==> src/rtl/disp_col_window_5x5.sv <==
// Horizontal 5x5 window former: shifts disparity columns into a 5-deep window
// with left/right border replication and emits one window per pixel.
module disp_col_window_5x5 #(
  parameter int unsigned WIDTH  = 16,
  parameter int unsigned ROWS   = 5,
  parameter int unsigned COLS   = 5,
  parameter int unsigned AWIDTH = 11
) (
  input  logic                         clk,
  input  logic                         rst,
  input  logic                         clken,
  input  logic [AWIDTH-1:0]            img_width,
  input  logic [WIDTH*ROWS-1:0]        col_in,
  input  logic                         col_valid,
  output logic [WIDTH*ROWS*COLS-1:0]   win_out,
  output logic                         win_valid,
  output logic [AWIDTH-1:0]            center_x,
  output logic                         line_end,
  output logic                         overrun
);

  localparam int unsigned COL_W = WIDTH * ROWS;

  typedef enum logic [1:0] {
    IDLE   = 2'd0,
    RUN    = 2'd1,
    FLUSH1 = 2'd2,
    FLUSH2 = 2'd3
  } state_t;

  state_t              state_q, state_d;
  logic [COL_W-1:0]    w_q [COLS];
  logic [COL_W-1:0]    w_d [COLS];
  logic [AWIDTH-1:0]   cnt_q, cnt_d;
  logic                win_valid_d;
  logic [AWIDTH-1:0]   center_x_d;
  logic                line_end_d;
  logic                overrun_d;
  logic [AWIDTH-1:0]   last_x;
  logic [AWIDTH-1:0]   penult_x;

  assign last_x   = AWIDTH'(img_width - AWIDTH'(1));
  assign penult_x = AWIDTH'(img_width - AWIDTH'(2));

  // Window output: column j of the window is register W[j], j=0 is x-2
  for (genvar j = 0; j < COLS; j++) begin : g_win
    assign win_out[j*COL_W +: COL_W] = w_q[j];
  end

  // State register
  always_ff @(posedge clk) begin
    if (rst) begin
      state_q <= IDLE;
    end else if (clken) begin
      state_q <= state_d;
    end
  end

  // Next-state, window shift, counter and output values
  always_comb begin
    state_d     = state_q;
    cnt_d       = cnt_q;
    w_d         = w_q;
    win_valid_d = 1'b0;
    center_x_d  = center_x;
    line_end_d  = 1'b0;
    overrun_d   = overrun;

    case (state_q)
      IDLE, RUN: begin
        if (col_valid) begin
          if (cnt_q == '0) begin
            for (int j = 0; j < COLS; j++) w_d[j] = col_in;
            state_d = RUN;
          end else begin
            for (int j = 0; j < COLS - 1; j++) w_d[j] = w_q[j+1];
            w_d[COLS-1] = col_in;
          end
          if (cnt_q >= AWIDTH'(2)) begin
            win_valid_d = 1'b1;
            center_x_d  = AWIDTH'(cnt_q - AWIDTH'(2));
          end
          if (cnt_q == last_x) begin
            cnt_d   = '0;
            state_d = FLUSH1;
          end else begin
            cnt_d = AWIDTH'(cnt_q + AWIDTH'(1));
          end
        end
      end
      FLUSH1, FLUSH2: begin
        // Right-border replicate: newest column stays in W4
        for (int j = 0; j < COLS - 1; j++) w_d[j] = w_q[j+1];
        w_d[COLS-1] = w_q[COLS-1];
        win_valid_d = 1'b1;
        if (col_valid) overrun_d = 1'b1;
        if (state_q == FLUSH1) begin
          center_x_d = penult_x;
          state_d    = FLUSH2;
        end else begin
          center_x_d = last_x;
          line_end_d = 1'b1;
          state_d    = IDLE;
        end
      end
      default: state_d = IDLE;
    endcase
  end

  // Datapath and output registers
  always_ff @(posedge clk) begin
    if (rst) begin
      for (int j = 0; j < COLS; j++) w_q[j] <= '0;
      cnt_q     <= '0;
      win_valid <= 1'b0;
      center_x  <= '0;
      line_end  <= 1'b0;
      overrun   <= 1'b0;
    end else if (clken) begin
      w_q       <= w_d;
      cnt_q     <= cnt_d;
      win_valid <= win_valid_d;
      center_x  <= center_x_d;
      line_end  <= line_end_d;
      overrun   <= overrun_d;
    end
  end

endmodule

==> config.mk <==
export PLATFORM = sky130hd
export DESIGN_NAME = disp_col_window_5x5
export DESIGN_NICKNAME = d
export VERILOG_FILES = /design/src/rtl/disp_col_window_5x5.sv
export SDC_FILE = /design/constraint.sdc
export NUM_CORES = 1
export LEC_CHECK = 0
export ABC_AREA = 0
export CAP_MARGIN = 20
export CORE_ASPECT_RATIO = 0.9
export CORE_MARGIN = 3
export CORE_UTILIZATION = 48
export DETAILED_ROUTE_END_ITERATION = 10
export PLACE_DENSITY_LB_ADDON = 0.08
export SYNTH_ARGS = -nofsm -noshare
export SYNTH_HDL_FRONTEND = slang
export SYNTH_SLANG_ARGS = --single-unit
==> constraint.sdc <==
create_clock -name clk -period 3 [get_ports clk]
set_clock_uncertainty 0.1 [all_clocks]
set_input_delay 0.45 -clock clk [delete_from_list [all_inputs] [get_ports clk]]
set_output_delay 0.45 -clock clk [all_outputs]
set_load 0.01 [all_outputs]
Word level (Yosys, flattened, before mapping). Index checks and enable logic that the tools add are counted. Widths: inputs -> output; s select.

Bitwise gates (word level): 1. Add/subtract/negate cells: 4. Muxes and demuxes: 18. Reduce and logical (&&, ||, !) cells: 10. $lt $le $gt $ge: 1. Equality and inequality tests: 7.

Operator list (number): $mux 400 (2); $pmux 400 s2 (1); $mux 11 (4); $pmux 11 s2 (1); $sub 11x2->11 const B (2); $reduce_and 3->1 (5); $add 11x1->11 const B (1); $eq 11x11->1 (1); $ge 11x2->1 const B (1); $logic_not 11->1 (1); $sub 11x1->11 const B (1); $mux 2 (4); $eq 2x2->1 const B (2); $mux 1 (4); $ne 2x2->1 const B (2); $pmux 2 s2 (1); $reduce_or 2->1 (2); $ne 3x3->1 const B (1); $eq 2x1->1 const B (1); $logic_not 2->1 (1); $pmux 1 s2 (1); $reduce_and 2->1 (1); $not 1->1 (1).

Input port bits: 95. Flip-flop bits (word level): 427.

Logic depth before layout (Yosys ltp). Gate-level depths: netlist (run 1).

Depth in word-level cells: 5. Mapped depth: 10. Gate-level depth less buffers: 9.

Worst setup path before layout (run 1). Ideal clock, no wire load.

Path type: in2reg. Start point: input img_width[3]. End point: register state_q[1]. Setup slack: 0.598 ns. Arrival time: 2.244 ns. Stages on the path: 8. Buffers on the path: 1. Required time: 2.842 ns. Setup time: 0.058 ns. Cells stage by stage: buf_2 -> or4_1 -> nor2_2 -> mux2_2 -> o21ai_0 -> o2111ai_2 -> nor2_4 -> o21ba_1.

Longest elaborated chain between the ends: 5. Elaborated cells between the ends (all ways): 7.

RTL lines: from (decl) (line 12) `input logic [AWIDTH-1:0] img_width,`; $sub 11x1->11 * (line 42) `assign last_x = AWIDTH'(img_width - AWIDTH'(1));`; $eq 11x11->1 * (line 83) `if (cnt_q == last_x) begin`; $mux 2 (line 83); $mux 2 (line 71) `if (col_valid) begin`; $pmux 2 s2 (line 69) `case (state_q)`; to (signal assigned) (line 55) `state_q <= state_d;`; to (decl) (line 31) `state_t state_q, state_d;`.

Mark *: on every way between the ends. The rest lies on a longest branch, timed or not. The select of a mux whose other input is x is not followed. A chain may end at the register's enable or synchronous reset.

Final worst setup path (run 1).
Start point: register cnt_q[5]. End point: register w_q (netlist bit win_out[39]).

Longest elaborated chain between the ends: 4.

RTL lines: from (decl) (line 34) `logic [AWIDTH-1:0] cnt_q, cnt_d;`; from (signal assigned) (line 121) `cnt_q <= cnt_d;`; $logic_not 11->1 (line 72) `if (cnt_q == '0) begin`; $mux 400 (line 72); $mux 400 (line 71); $pmux 400 s2 (line 69); to (signal assigned) (line 120) `w_q <= w_d;`; to (decl) (line 32) `logic [COL_W-1:0] w_q [COLS];`.

No other way between the ends. The select of a mux whose other input is x is not followed.

==> run summary, run 1 <==
* run status: finished, final reports clean
* share of the synthesized area in the top cell type: 48.1%
* number of nets still failing antenna checks after routing: 0
* Setup Viol. Count Final: 0
* critical path startpoint category: flip-flop
* setup slack of the critical path after layout: 0.271 ns
* commonest cells after routing, fill and taps aside: clkdlybuf4s50_1, dfxtp_1, nor2_1
* required time of the critical path: 3.32 ns
* achievable clock frequency: 0.366 GHz
* remaining routing DRC violations: 0
* placed wire-length estimate after detailed placement: 40900 um
* gr ovfl total: 0
* synthesized instance count: 2128
* Max stage delay on crit path: 0.53 ns
* normalized max-slew margin: 47.1%
* most common cell after layout, fill and taps aside: clkdlybuf4s50_1
* CP Capture Type: flip-flop
* core area: 0.0363 mm^2
* I/O pins: 509
* TritonCTS Buffers: 45
* crit-path cells: or3_4 -> nor4_4 -> nand3_1 -> or2_4 -> buf_12 -> a211oi_1 -> nor3_1
* number of enable flip-flop cells after synthesis: 0
* cell family contributing the most delay on the critical path: simple AND/OR/NAND/NOR gates
* launch instance of the worst register-to-register path: cnt_q[5]
* placer congestion estimate: 0.865
* total die area: 0.0394 mm^2
* Synth Flop Type: dfxtp_1
* hold-critical path endpoint: win_out[397]
* wire length of the first global-routing pass: 93700 um
* post-CTS setup buffer count: 0
* cell area after synthesis: 0.0178 mm^2
* number of vias per cell: 5.61
* vias in the first global route: 15.9k
* count of cell types in the netlist: 50
* global routing usage summed across all routing layers: 29.2%
* fillers: 2975
* worst supply voltage drop on vdd: 0.000479 V
* worst setup path startpoint: cnt_q[5]
* clock slew seen by the registers of the worst setup and hold paths: 0.06 ns
* Pins Over Slew Limit: 0
* pin slew with the least headroom to its limit: 0.793 ns
* final hold violations: 0
* hold path start: rst
* Period Utilization, post-route: 91.0%
* initial antenna violation count: 5
* hold path depth: 2
* total via count in the routed design: 17.1k
* time the worst path needs with I/O delays and setup: 2.73 ns
* number of buffer and inverter stages on the critical path: 1
* H-tree levels: 2
* worst path arrival time: 3.04 ns
* FF+latch count, synth: 427
* CTS tree: yes
* area growth from synthesis to final layout: 39.3%
* critical path peak fanout: 55
* Root Driver: clkbuf_16
* fraction of final layout cells with drive strength greater than 1: 6.62%
* worst-case clock buffer depth: 3
* slowest stage cell, crit path: or2_4
* largest net degree at the start of global routing: 132
* setup repair after global routing missed its margin: false
* critical setup path kind: reg2reg
* initial cell density of the core: 48.9%
* number of hold buffers added after CTS: 0
* clock insertion delay at the later pin of the skew report: 0.56 ns
* number of standard-cell rows in the floorplan: 66
* count of clock tree sinks: 427
* pre-CTS setup slack: -0.0915 ns
* Hold WC Path Type: in2reg
* Die H: 189 um
* setup slack of the worst register-to-register path: 0.27 ns
* drt first-iter violations: 1271
* path depth of the worst reg2reg path: 7
* per-cell routed wire length: 19.9 um
* DRT Pass-1 Iters: 5
* Post-layout nets: 2633
* Critical R2R Capture: win_out[39]
* most area-consuming cells after synthesis: dfxtp_1, a211oi_1, nor3_1
* Synthesized Nets: 2230
* Mean Syn Cell Area: 8.35 um^2
* Post-synth ARST share: 0%
* WHS: 0.290 ns
* Port Buffers: 508
* leading area contributor after synthesis: dfxtp_1
* register area share after synthesis: 48.1%
* chip width: 209 um
* DRT Wirelength: 60600 um
* cell leakage power: 8.82 nW
* cells resized by post-CTS repair: 0
* yosys synthesis warning count: 0
* max-cap viol count: 0
* Pwr Density: 618 mW/mm^2
-- through the flow --
stage | power (mW) | setup TNS, ns | area, um^2 | util [%] | std cells
global placement | 9.09 | -0.278 | 23100 | 63.5 | 2960
CTS | 15.4 | 0 | 24800 | 68.1 | 3043
floorplan | 7.87 | 0 | 17800 | - | 2128
global route | 15.9 | 0 | 24800 | 68.2 | 3047
detailed placement | 9.14 | -0.738 | 23100 | 63.5 | 2960
finish | 15.3 | 0 | 24800 | 68.2 | 3047
-- worst register-to-register path, stage by stage, from the launching register on --
cell,delay [ns]
dfxtp_1,0.31
or3_4,0.42
nor4_4,0.17
nand3_1,0.23
or2_4,0.53
buf_12,0.31
a211oi_1,0.44
nor3_1,0.09
-- registers in the layout, indices dropped and copies added, names as in the netlist --
signal / cells
center_x: 11
cnt_q: 11
win_valid: 1
win_out: 400
overrun: 1
state_q: 2
line_end: 1
-- where the power goes --
part           switching [mW]  internal [mW]  total (mW)  leakage, nW
Sequential              0.295           6.04        6.34         3.51
Clock                    2.33           3.93        6.26        0.839
Combinational            1.50           1.21        2.70         4.47
-- layer usage --
metal / part of all wire (%) / track usage (%) / vias up
met4: 3.6 / 11.1 / 2
met3: 9.0 / 8.77 / 107
met5: 0.033 / 0 / -
li1: - / - / 8316
met2: 46 / 45.7 / 658
met1: 41 / 38.3 / 8011
-- logic make-up (layout without fill, tap and decap cells) --
family          count (synthesis)  after routing  synth area share [%]
compound gates                453            453                  18.4
other cells                     0              4                     0
simple gates                  994            994                  25.3
flops                         427            427                  48.1
mux                             3              3                 0.176
fa+ha+maj                       7              7                 0.493
xor+xnor                       34             34                  1.68
buf+inv                       210            649                  5.89
-- worst max-delay path by stage --
| stage | to | cells after the start | slack [ns] |
|---|---|---|---|
| floorplan | state_q[1] | 8 | 0.60 |
| global placement | cnt_q[8] | 10 | -0.04 |
| detailed placement | cnt_q[6] | 11 | -0.09 |
| CTS | win_out[39] | 7 | 0.30 |
| global route | win_out[39] | 7 | 0.19 |
| finish | win_out[39] | 7 | 0.27 |
-- synth_stat cells (3+ instances only) --
cell	n
a211oi_1	307
a211oi_2	18
a21boi_0	3
a21oi_1	95
and2_1	73
and2_2	7
and3_1	3
buf_1	18
buf_2	3
buf_6	34
clkbuf_1	146
dfxtp_1	427
ha_1	7
inv_1	9
nand2_1	195
nand2b_1	7
nand3_1	11
nor2_1	339
nor3_1	335
nor4_1	5
o211ai_1	8
o21ai_0	8
xnor2_1	17
xor2_1	17
-- layout make-up --
class / instances / area (um^2) / share of cell area (%)
antenna: 4 / 10.0 / 0.0404
clock buffer: 65 / 1360 / 5.50
clock inverter: 18 / 327 / 1.32
inverter: 9 / 33.8 / 0.136
multi-input combinational: 1491 / 8220 / 33.2
sequential: 427 / 8550 / 34.5
tap: 476 / 596 / 2.40
timing repair buffer: 557 / 5670 / 22.9
Power figures use the tool's default switching activity.
==> inputs of run 2 (changes only) <==
CORE_UTILIZATION = 49   (was 48)
CTS_BUF_LIST = sky130_fd_sc_hd__clkbuf_4 sky130_fd_sc_hd__clkbuf_8   (was unset)
==> run 2 against run 1 <==
Net effect: utilization increased by 0.97 points; wire length decreased by 0.26%; worst setup slack improved by 0.086 ns; sequential cell count unchanged; die area decreased by 2.0%; fmax increased by 3.3%; global-route usage increased by 0.73 points; clock power decreased by 17%; largest cell class unchanged; largest power group unchanged.
==> run summary, run 2 (synthesis gave the netlist of run 1 again) <==
* initial cell density of the core: 50.2%, +1.3 points
* time the worst path needs with I/O delays and setup: 2.64 ns, -0.0862 ns
* wl on met1: 24800 um, -0.79%
* chip width: 207 um, -1.0%
* CTS tree: yes
* switching fraction of total power: 28.5%, +1.6 points
* max FFs per register: 400, unchanged
* critical path startpoint category: flip-flop
* Setup Viol. Count Final: 0, unchanged
* clock insertion delay at the later pin of the skew report: 0.58 ns, +0.02 ns
* placer congestion estimate: 0.878, +1.4%
* critical path peak fanout: 128, +130%
* fillers: 2934, -1.4%
* met3 wire length: 5460 um, +0.42%
* worst path arrival time: 2.98 ns, -0.06 ns
* cells resized by post-CTS repair: 0, unchanged
* worst supply voltage drop on vdd: 0.000373 V, -22%
* cell area reported after detailed placement: 0.0230 mm^2, -0.27%
* total die area: 0.0386 mm^2, -2.0%
* setup slack of the critical path after layout: 0.358 ns, +0.0862 ns
* initial antenna violation count: 9, +4
* gr ovfl total: 0, unchanged
* cell leakage power: 8.70 nW, -1.4%
* area growth from synthesis to final layout: 37.6%
* pin slew with the least headroom to its limit: 0.713 ns, -0.0800 ns
* Period Utilization, post-route: 88.1%, -2.9 points
* Pwr Density: 580 mW/mm^2, -6.0%
* run status: finished, final reports clean
* final hold violations: 0, unchanged
* clock slew seen by the registers of the worst setup and hold paths: 0.06 ns, about the same
* commonest cells after routing, fill and taps aside: clkdlybuf4s50_1, dfxtp_1, nor2_1
* Design Area, Final: 0.0245 mm^2, -1.2%
* uppermost metal layer occupied by signal nets: met5
* core area: 0.0354 mm^2, -2.6%
* Port Buffers: 508, unchanged
* drt first-iter violations: 1348, +6.1%
* metal2 WL: 27600 um, -1.4%
* destination of the critical timing path: win_out[20]
* H-tree levels: 3, +1
* number of vias per cell: 5.63, +0.31%
* Die H: 187 um, -0.99%
* setup slack of the worst register-to-register path: 0.36 ns, +0.09 ns
* Critical R2R Capture: win_out[20]
* vias in the first global route: 16.1k, +1.6%
* critical setup path kind: reg2reg
* number of nets still failing antenna checks after routing: 0, unchanged
* normalized max-slew margin: 52.5%, +5.3 points
* Root Driver: clkbuf_8
* required time of the critical path: 3.34 ns, +0.02 ns
* max-cap viol count: 0, unchanged
* Pins Over Slew Limit: 0, unchanged
* worst setup path startpoint: cnt_q[6]
* worst-case clock buffer depth: 3, unchanged
* TritonCTS Buffers: 71, +58%
* Post-Layout Cell Count: 3074, +0.89%
* P_sw: 4.05 mW, -1.8%
* placed wire-length estimate after detailed placement: 40800 um, -0.11%
* pre-CTS setup slack: -0.0542 ns, +0.0372 ns
* wire length of the first global-routing pass: 93100 um, -0.63%
* number of hold buffers added after CTS: 0, unchanged
* path depth of the worst reg2reg path: 7, unchanged
* sequential cell fraction of total power: 44.6%, +3.2 points
* remaining routing DRC violations: 0, unchanged
* total via count in the routed design: 17.3k, +1.2%
* most common cell after layout, fill and taps aside: clkdlybuf4s50_1
* clock group share of total power: 36.5%, -4.4 points
* fraction of final layout cells with drive strength greater than 1: 7.89%, +1.3 points
* achievable clock frequency: 0.378 GHz, +3.3%
* CP Capture Type: flip-flop
* I/O pins: 509, unchanged
* DRT Pass-1 Iters: 5, unchanged
* count of clock tree sinks: 427, unchanged
* internal power: 10.1 mW, -9.2%
* cell count after placement: 2946, -0.47%
* post-CTS setup buffer count: 0, unchanged
* launch instance of the worst register-to-register path: cnt_q[6]
* relative contribution of combinational cells to total power: 18.9%, +1.2 points
* largest net degree at the start of global routing: 137, +3.8%
* setup repair after global routing missed its margin: false
* DRT Wirelength: 60500 um, -0.26%
* WHS: 0.275 ns, -0.0150 ns
* number of standard-cell rows in the floorplan: 65, -1.5%
* global routing usage summed across all routing layers: 30.0%, +0.73 points
* Post-layout nets: 2652, +0.72%
* per-cell routed wire length: 19.7 um, -1.1%
* Hold WC Path Type: in2reg
## run 2: cell count changes in the layout (fill, tap and decap cells not counted)
cell,previous run,this run
clkinv_2,8,3
clkinv_8,1,0
clkbuf_1,5,0
clkbuf_8,14,86
clkbuf_4,0,27
clkbuf_16,46,0
buf_4,32,25
clkinvlp_4,0,4
diode_2,4,8
bufinv_16,9,0
## run 2: worst min path at each step
| stage | from | end | slack, ns | cells after the start |
|---|---|---|---|---|
| 6_report | rst | win_out[394] | 0.28 | 2 |
| 5_1_grt | rst | center_x[4] | 0.29 | 2 |
| 4_1_cts | rst | overrun | 0.22 | 2 |
| 3_5_place_dp | center_x[10] | center_x[10] | 0.35 | 2 |
| 3_3_place_gp | center_x[7] | center_x[7] | 0.34 | 2 |
| 2_1_floorplan | center_x[0] | center_x[0] | 0.38 | 2 |
## run 2: cell type report
cell class                 instances  area (um^2)  area share (%)
sequential                       427         8550            35.0
multi-input combinational       1491         8220            33.6
timing repair buffer             550         5620            23.0
clock buffer                     113         1390            5.67
tap                              469          587            2.40
clock inverter                     7         45.0           0.184
inverter                           9         33.8           0.138
antenna                            8         20.0          0.0819
## run 2: through the flow
stage	TNS (ns)	util, %	power (mW)
final	0	69.1	14.2
after global routing	0	69.1	14.8
after CTS	0	69.1	14.3
after detailed placement	-0.353	65.0	9.11
after global placement	-0.0566	65.0	9.07
after floorplan	0	-	7.87
## run 2: power by group through the flow
| stage | registers (mW) | clock network, mW | logic (mW) |
|---|---|---|---|
| finish | 6.34 | 5.18 | 2.68 |
| global route | 6.38 | 5.55 | 2.89 |
| CTS | 6.34 | 5.28 | 2.67 |
| detailed placement | 6.45 | 0 | 2.65 |
| global placement | 6.44 | 0 | 2.63 |
| floorplan | 6.56 | 0 | 1.30 |
## run 2: metal layers
layer  track usage (%)  vias to the layer above
li1                  -                     8365
met1              38.7                     8139
met2              46.0                      654
met3              9.47                      139
met4              13.4                        2
met5                 0                        -
## run 2: critical path: stages, from the launching register on
cell	delay, ns
dfxtp_1	0.38
or3_4	0.44
nor4_4	0.16
nand3_1	0.23
or2_4	0.37
buf_12	0.24
a211oi_1	0.36
nor3_1	0.08
